--- src/rtl/vec_load_unit.sv ---
// Strided vector load: 16 in-order word reads assembled into one register-file write.
// 18 cycles request-to-write minimum; memory stalls and response delays add cycles one-for-one.
module vec_load_unit #(
    parameter int VEC_SIZE        = 32,
    parameter int VEC_INDEX_WIDTH = 3,
    parameter int ADDR_WIDTH      = 32
) (
    input  logic                               i_clk,
    input  logic                               i_rst,
    input  logic                               i_req_valid,
    output logic                               o_req_ready,
    input  logic [VEC_INDEX_WIDTH-1:0]         i_req_vec,
    input  logic [ADDR_WIDTH-1:0]              i_req_addr,
    input  logic [ADDR_WIDTH-1:0]              i_req_stride,
    output logic                               o_mem_valid,
    input  logic                               i_mem_ready,
    output logic [ADDR_WIDTH-1:0]              o_mem_addr,
    input  logic                               i_mem_rvalid,
    input  logic [VEC_SIZE-1:0]                i_mem_rdata,
    output logic                               o_vec_we,
    output logic [VEC_INDEX_WIDTH-1:0]         o_vec_waddr,
    output logic [15:0][VEC_SIZE-1:0]          o_vec_wdata,
    output logic                               o_busy,
    output logic                               o_done
);

    typedef enum logic [1:0] {
        S_IDLE  = 2'd0,
        S_RUN   = 2'd1,
        S_WRITE = 2'd2
    } state_t;

    state_t                       r_state;
    state_t                       w_state_nxt;
    logic [4:0]                   r_issue_cnt;
    logic [4:0]                   r_resp_cnt;
    logic [ADDR_WIDTH-1:0]        r_addr;
    logic [ADDR_WIDTH-1:0]        r_stride;
    logic [VEC_INDEX_WIDTH-1:0]   r_vec;
    logic [15:0][VEC_SIZE-1:0]    r_lanes;
    logic                         w_accept;
    logic                         w_issue;
    logic                         w_resp;

    always_comb begin
        w_state_nxt = r_state;
        o_req_ready = 1'b0;
        o_mem_valid = 1'b0;
        o_vec_we    = 1'b0;
        o_done      = 1'b0;
        o_busy      = 1'b1;
        case (r_state)
            S_IDLE: begin
                o_req_ready = 1'b1;
                o_busy      = 1'b0;
                if (i_req_valid) begin
                    w_state_nxt = S_RUN;
                end
            end
            S_RUN: begin
                o_mem_valid = ~r_issue_cnt[4];
                if (i_mem_rvalid && (r_resp_cnt == 5'd15)) begin
                    w_state_nxt = S_WRITE;
                end
            end
            S_WRITE: begin
                o_vec_we    = 1'b1;
                o_done      = 1'b1;
                w_state_nxt = S_IDLE;
            end
            default: w_state_nxt = S_IDLE;
        endcase
    end

    assign w_accept = i_req_valid & o_req_ready;
    assign w_issue  = o_mem_valid & i_mem_ready;
    // Responses outside RUN are stray (e.g. in flight across a reset) and dropped.
    assign w_resp   = (r_state == S_RUN) & i_mem_rvalid & ~r_resp_cnt[4];

    always_ff @(posedge i_clk or posedge i_rst) begin
        if (i_rst) begin
            r_state     <= S_IDLE;
            r_issue_cnt <= 5'd0;
            r_resp_cnt  <= 5'd0;
            r_addr      <= '0;
            r_stride    <= '0;
            r_vec       <= '0;
            r_lanes     <= '0;
        end else begin
            r_state <= w_state_nxt;
            if (w_accept) begin
                r_vec       <= i_req_vec;
                r_stride    <= i_req_stride;
                r_addr      <= i_req_addr;
                r_issue_cnt <= 5'd0;
                r_resp_cnt  <= 5'd0;
            end
            if (w_issue) begin
                r_issue_cnt <= r_issue_cnt + 5'd1;
                r_addr      <= r_addr + r_stride;
            end
            if (w_resp) begin
                r_lanes[r_resp_cnt[3:0]] <= i_mem_rdata;
                r_resp_cnt               <= r_resp_cnt + 5'd1;
            end
        end
    end

    assign o_mem_addr  = r_addr;
    assign o_vec_waddr = r_vec;
    assign o_vec_wdata = r_lanes;

endmodule

--- config.mk ---
export PLATFORM = sky130hd
export DESIGN_NAME = vec_load_unit
export DESIGN_NICKNAME = d
export VERILOG_FILES = /design/src/rtl/vec_load_unit.sv
export SDC_FILE = /design/constraint.sdc
export NUM_CORES = 1
export LEC_CHECK = 0
export ABC_AREA = 1
export BUFFER_PORTS_ARGS = -buffer_cell sky130_fd_sc_hd__buf_2
export CAP_MARGIN = 20
export CORE_MARGIN = 3
export CORE_UTILIZATION = 35
export DETAILED_ROUTE_END_ITERATION = 6
export GPL_TIMING_DRIVEN = 0
export PLACE_DENSITY_LB_ADDON = 0.08
export SLEW_MARGIN = 30
export SYNTH_ARGS = -nofsm -noshare
export SYNTH_HDL_FRONTEND = slang
export SYNTH_SLANG_ARGS = --single-unit
--- constraint.sdc ---
create_clock -name i_clk -period 16.8 [get_ports i_clk]
set_clock_uncertainty 0.05 [all_clocks]
set_input_delay 0.84 -clock i_clk [delete_from_list [all_inputs] [get_ports i_clk]]
set_output_delay 0.84 -clock i_clk [all_outputs]
set_load 0.02 [all_outputs]
==> metrics.sh <==
DIE-AREA_UM2=71700
POWER_DENSITY_nW_PER_UM2=203
PLACEMENT_ROWS=95
POWER.SEQUENTIAL.FRACTION=0.350
SEQ_AREA_FRAC_SYNTH=0.616
CTS_POST_SETUP_BUFFERS_INSERTED=0
TOTALPOWERFINAL_uW=6310
PLACE_WORST_SETUP_SLACK_NS=13.57
CP_CELL_SEQUENCE='nor2_2 -> inv_2 -> nor2_1 -> buf_2'
FINAL_ANTENNA_NET_COUNT=0
DIE_HEIGHT_UM=268
FIN_HOLD_WS_NS=0.275
YS_TYPES=34
CTSLONGESTPATHBUFFERS=3
CP-START-KIND='flop'
MAPPEDNETLISTAREA_UM2=24000
FILLERINSTANCES=6719
CRIT_START='r_state[1]'
FIRST_ITER_VIOLATIONS=1425
FLOORPLAN.DIE.WIDTH_UM=268
ROUTED_WIRE_LENGTH_PER_INSTANCE_UM=22.8
NUMCTSBUFFERS=67
FLOW.AREA_GROWTH_FROM_SYNTHESIS_PCT=29.9
SYN-INSTANCE-COUNT=2633
PLACEDCELLCOUNT=4184
MAXIMUM_CAPACITANCE_VIOLATIONS=0
GRT.OVERFLOW.TOTAL=0
CTS.REPAIR.RESIZED=0
DRIVE_ABOVE_1_SHARE=0.247
CRIT_PATH_MAX_CELL_DELAY_NS=0.40
SYNTH_AREA_PER_CELL_UM2=9.11
SYNTH_NETS=2775
NUM_IO_PINS=656
POSTCTSHOLDBUFS=0
CRIT-REG2REG-LAUNCH='r_state[1]'
DRC=0
DESIGN.FINAL.NETS=3522
WORST_ENDPOINT_DATA_ARRIVAL_TIME_NS=1.75
GLOBAL_ROUTE.USAGE.TOTAL=0.270
CP_DATA_REQUIRED_TIME_NS=15.91
POWER_SWITCHING_SHARE=0.430
WL_UM=98300
SEQUENTIAL_CELL_AREA_UM2=14800
FINALHOLDVIOLATIONS=0
MIN_PERIOD_NS=2.64
NETSWITCHINGPOWER_uW=2710
WORST_SKEW_PAIR.LATE_LATENCY_NS=0.60
GRT_PASS1_VIAS=21826
WORST_PIN_SLEW_NS=0.926
SLEW_HEADROOM=0.383
SYNTH_SEQ_CELLS=591
WORST-SETUP-PATH-TYPE='flop to primary output'
IR_DROP_uV=122
DR_TOTAL_VIAS=21466
TOTALNEGATIVESETUPSLACK_NS=0
GLOBAL_ROUTE_WIRE_LENGTH_BEFORE_REPAIR_UM=144000
CTS_TREE='built'
FINAL_MAX_SLEW_VIOL_COUNT=0
MULTI_INPUT_COMB_AREA_UM2=7970
OUTCOME='finished clean'
MAX_FREQ_MHz=379
CLOCKPOWERSHARE=0.241
CRITICAL-PATH-SLOWEST-CELL='sky130_fd_sc_hd__dfrtp_1'
EFFECTIVE_UTILIZATION_AT_FLOORPLAN=0.355
PLACE.GP.CONGESTION=0.916
FINAL_CELLS=4307
DP_HPWL_UM=75900
YOSYS_WARNINGS=0
FINAL_COMMON_CELL='sky130_fd_sc_hd__nand2_1'
CTS.REPORTEDPATHS.CLKPINSLEW_NS=0.06
SETUP.WORST_PATH.END_CLASS='primary output'
CORE_AREA_UM2=67500
HTREE_LEVELS=3
CTS.SINK_COUNT=591
DRT-PASS1-ITER-COUNT=7
TIMING.HOLD.WORST.CLASS='primary input to async pin'
PORT_BUFFER_CELLS=655
POST-ROUTE-PERIOD-UTIL=0.157
PATH_BUF_INV=2
P_INT_uW=3600
MOST-COMMON-LAYOUT-CELLS='sky130_fd_sc_hd__nand2_1, sky130_fd_sc_hd__buf_2, sky130_fd_sc_hd__dfrtp_1'
CLOCK_TREE.ROOT_CELL='sky130_fd_sc_hd__clkbuf_16'
POWER.STATIC_LEAKAGE_uW=0.0169
POSTLAYOUTSETUPSLACKWORST_NS=14.16
CRITICAL_PATH.MAX_FANOUT=3
GRT_SETUP_UNREPAIRED='false'
CPLARGESTDELAYFAMILY='simple AND/OR/NAND/NOR gates'
AVGVIACOUNTPERCELL=4.98
SETUP_VIOL=0
GRT_MAX_DEGREE=31
GRT_ANTENNA_BEFORE_REPAIR=4
COMBINATIONALPOWERSHARE=0.409
## layer usage
layer	share of wire	vias up	track usage
met2	0.49	718	0.460
met1	0.40	10640	0.328
met3	0.078	157	0.0775
met5	0.00013	-	0
met4	0.034	2	0.0923
li1	-	9949	-
## synthesized netlist by cell type
library cell	n	area, um2
sky130_fd_sc_hd__o22ai_1	2	12.5
sky130_fd_sc_hd__nand4_1	4	25.0
sky130_fd_sc_hd__a22o_1	1	8.76
sky130_fd_sc_hd__buf_4	2	15.0
sky130_fd_sc_hd__inv_2	6	22.5
sky130_fd_sc_hd__or2_2	1	6.26
sky130_fd_sc_hd__nand3_1	52	260
sky130_fd_sc_hd__o21bai_1	3	22.5
sky130_fd_sc_hd__fa_1	1	20.0
sky130_fd_sc_hd__a21o_1	1	7.51
sky130_fd_sc_hd__nor3_1	5	25.0
sky130_fd_sc_hd__nand3_4	6	105
sky130_fd_sc_hd__a21oi_1	35	175
sky130_fd_sc_hd__nor2_8	1	20.0
sky130_fd_sc_hd__nor3_4	1	16.3
sky130_fd_sc_hd__nor2_1	81	304
sky130_fd_sc_hd__buf_2	29	145
sky130_fd_sc_hd__nand2_4	1	11.3
sky130_fd_sc_hd__buf_1	4	15.0
sky130_fd_sc_hd__ha_1	37	463
sky130_fd_sc_hd__o31ai_1	1	7.51
sky130_fd_sc_hd__clkbuf_2	2	10.0
sky130_fd_sc_hd__dfrtp_1	591	14800
sky130_fd_sc_hd__xor2_1	15	131
sky130_fd_sc_hd__nor2_2	1	6.26
sky130_fd_sc_hd__clkbuf_1	113	424
sky130_fd_sc_hd__nand2_1	934	3510
sky130_fd_sc_hd__o21ai_0	421	2110
sky130_fd_sc_hd__o21ai_1	113	566
sky130_fd_sc_hd__nand4_2	5	62.6
sky130_fd_sc_hd__xnor2_1	2	17.5
sky130_fd_sc_hd__buf_6	1	11.3
sky130_fd_sc_hd__inv_1	157	589
sky130_fd_sc_hd__nand4_4	4	85.1
## area by class of cell
cell class,instances,share of cell area
antenna,3,0.000241
buffer,151,0.0199
clock buffer,91,0.0619
clock inverter,29,0.0109
inverter,163,0.0198
multi-input combinational,1728,0.256
sequential,591,0.475
tap,873,0.0351
timing repair buffer,678,0.122
## worst reg2reg max path: cells and delay by family, from the launching register on
family,cells,cell delay (ns)
flops,1,0.40
buf+inv,3,0.88
simple gates,6,1.21
## cell families after synthesis
family | after synthesis | synth area share
buffers and inverters | 314 | 0.0514
and+or+nand+nor | 1096 | 0.185
xor gates and xnor gates | 17 | 0.00621
adders and majority gates | 38 | 0.0201
DFF | 591 | 0.616
AOI/OAI and AO/OA | 577 | 0.121
## registers in the layout (all words and copies together), names as in the netlist
| signal | cells |
|---|---|
| o_vec_wdata | 512 |
| o_vec_waddr | 3 |
| r_stride | 32 |
| r_resp_cnt | 5 |
| r_state | 2 |
| o_mem_addr | 32 |
| r_issue_cnt | 5 |
## per-stage QoR
step                      cell area, um2   util
after detailed placement           28900  0.428
after floorplan                    24000      -
after global placement             28400  0.420
after CTS                          31200  0.461
after global routing               31200  0.461
final                              31200  0.462
## path summary, 6_finish.rpt
kind / to / slack, ns / depth (start not counted)
hold / removal: o_vec_wdata[454] / 0.28 / 2
setup reg to reg: o_mem_addr[20] / 14.17 / 9
max in group asynchronous: o_vec_wdata[188] / 14.26 / 10
min in group i_clk: r_stride[17] / 0.38 / 3
hold reg to reg: o_vec_wdata[433] / 0.43 / 2
setup / recovery: o_mem_valid / 14.16 / 4
## power groups by stage
stage	Sequential [uW]	Clock (uW)	Combinational (uW)
CTS	2200	1550	2600
global route	2260	1600	2840
finish	2210	1520	2580
floorplan	2700	0	1060
global placement	2210	0	2560
detailed placement	2210	0	2600
Note: power is estimated with default switching activity, not from simulation.
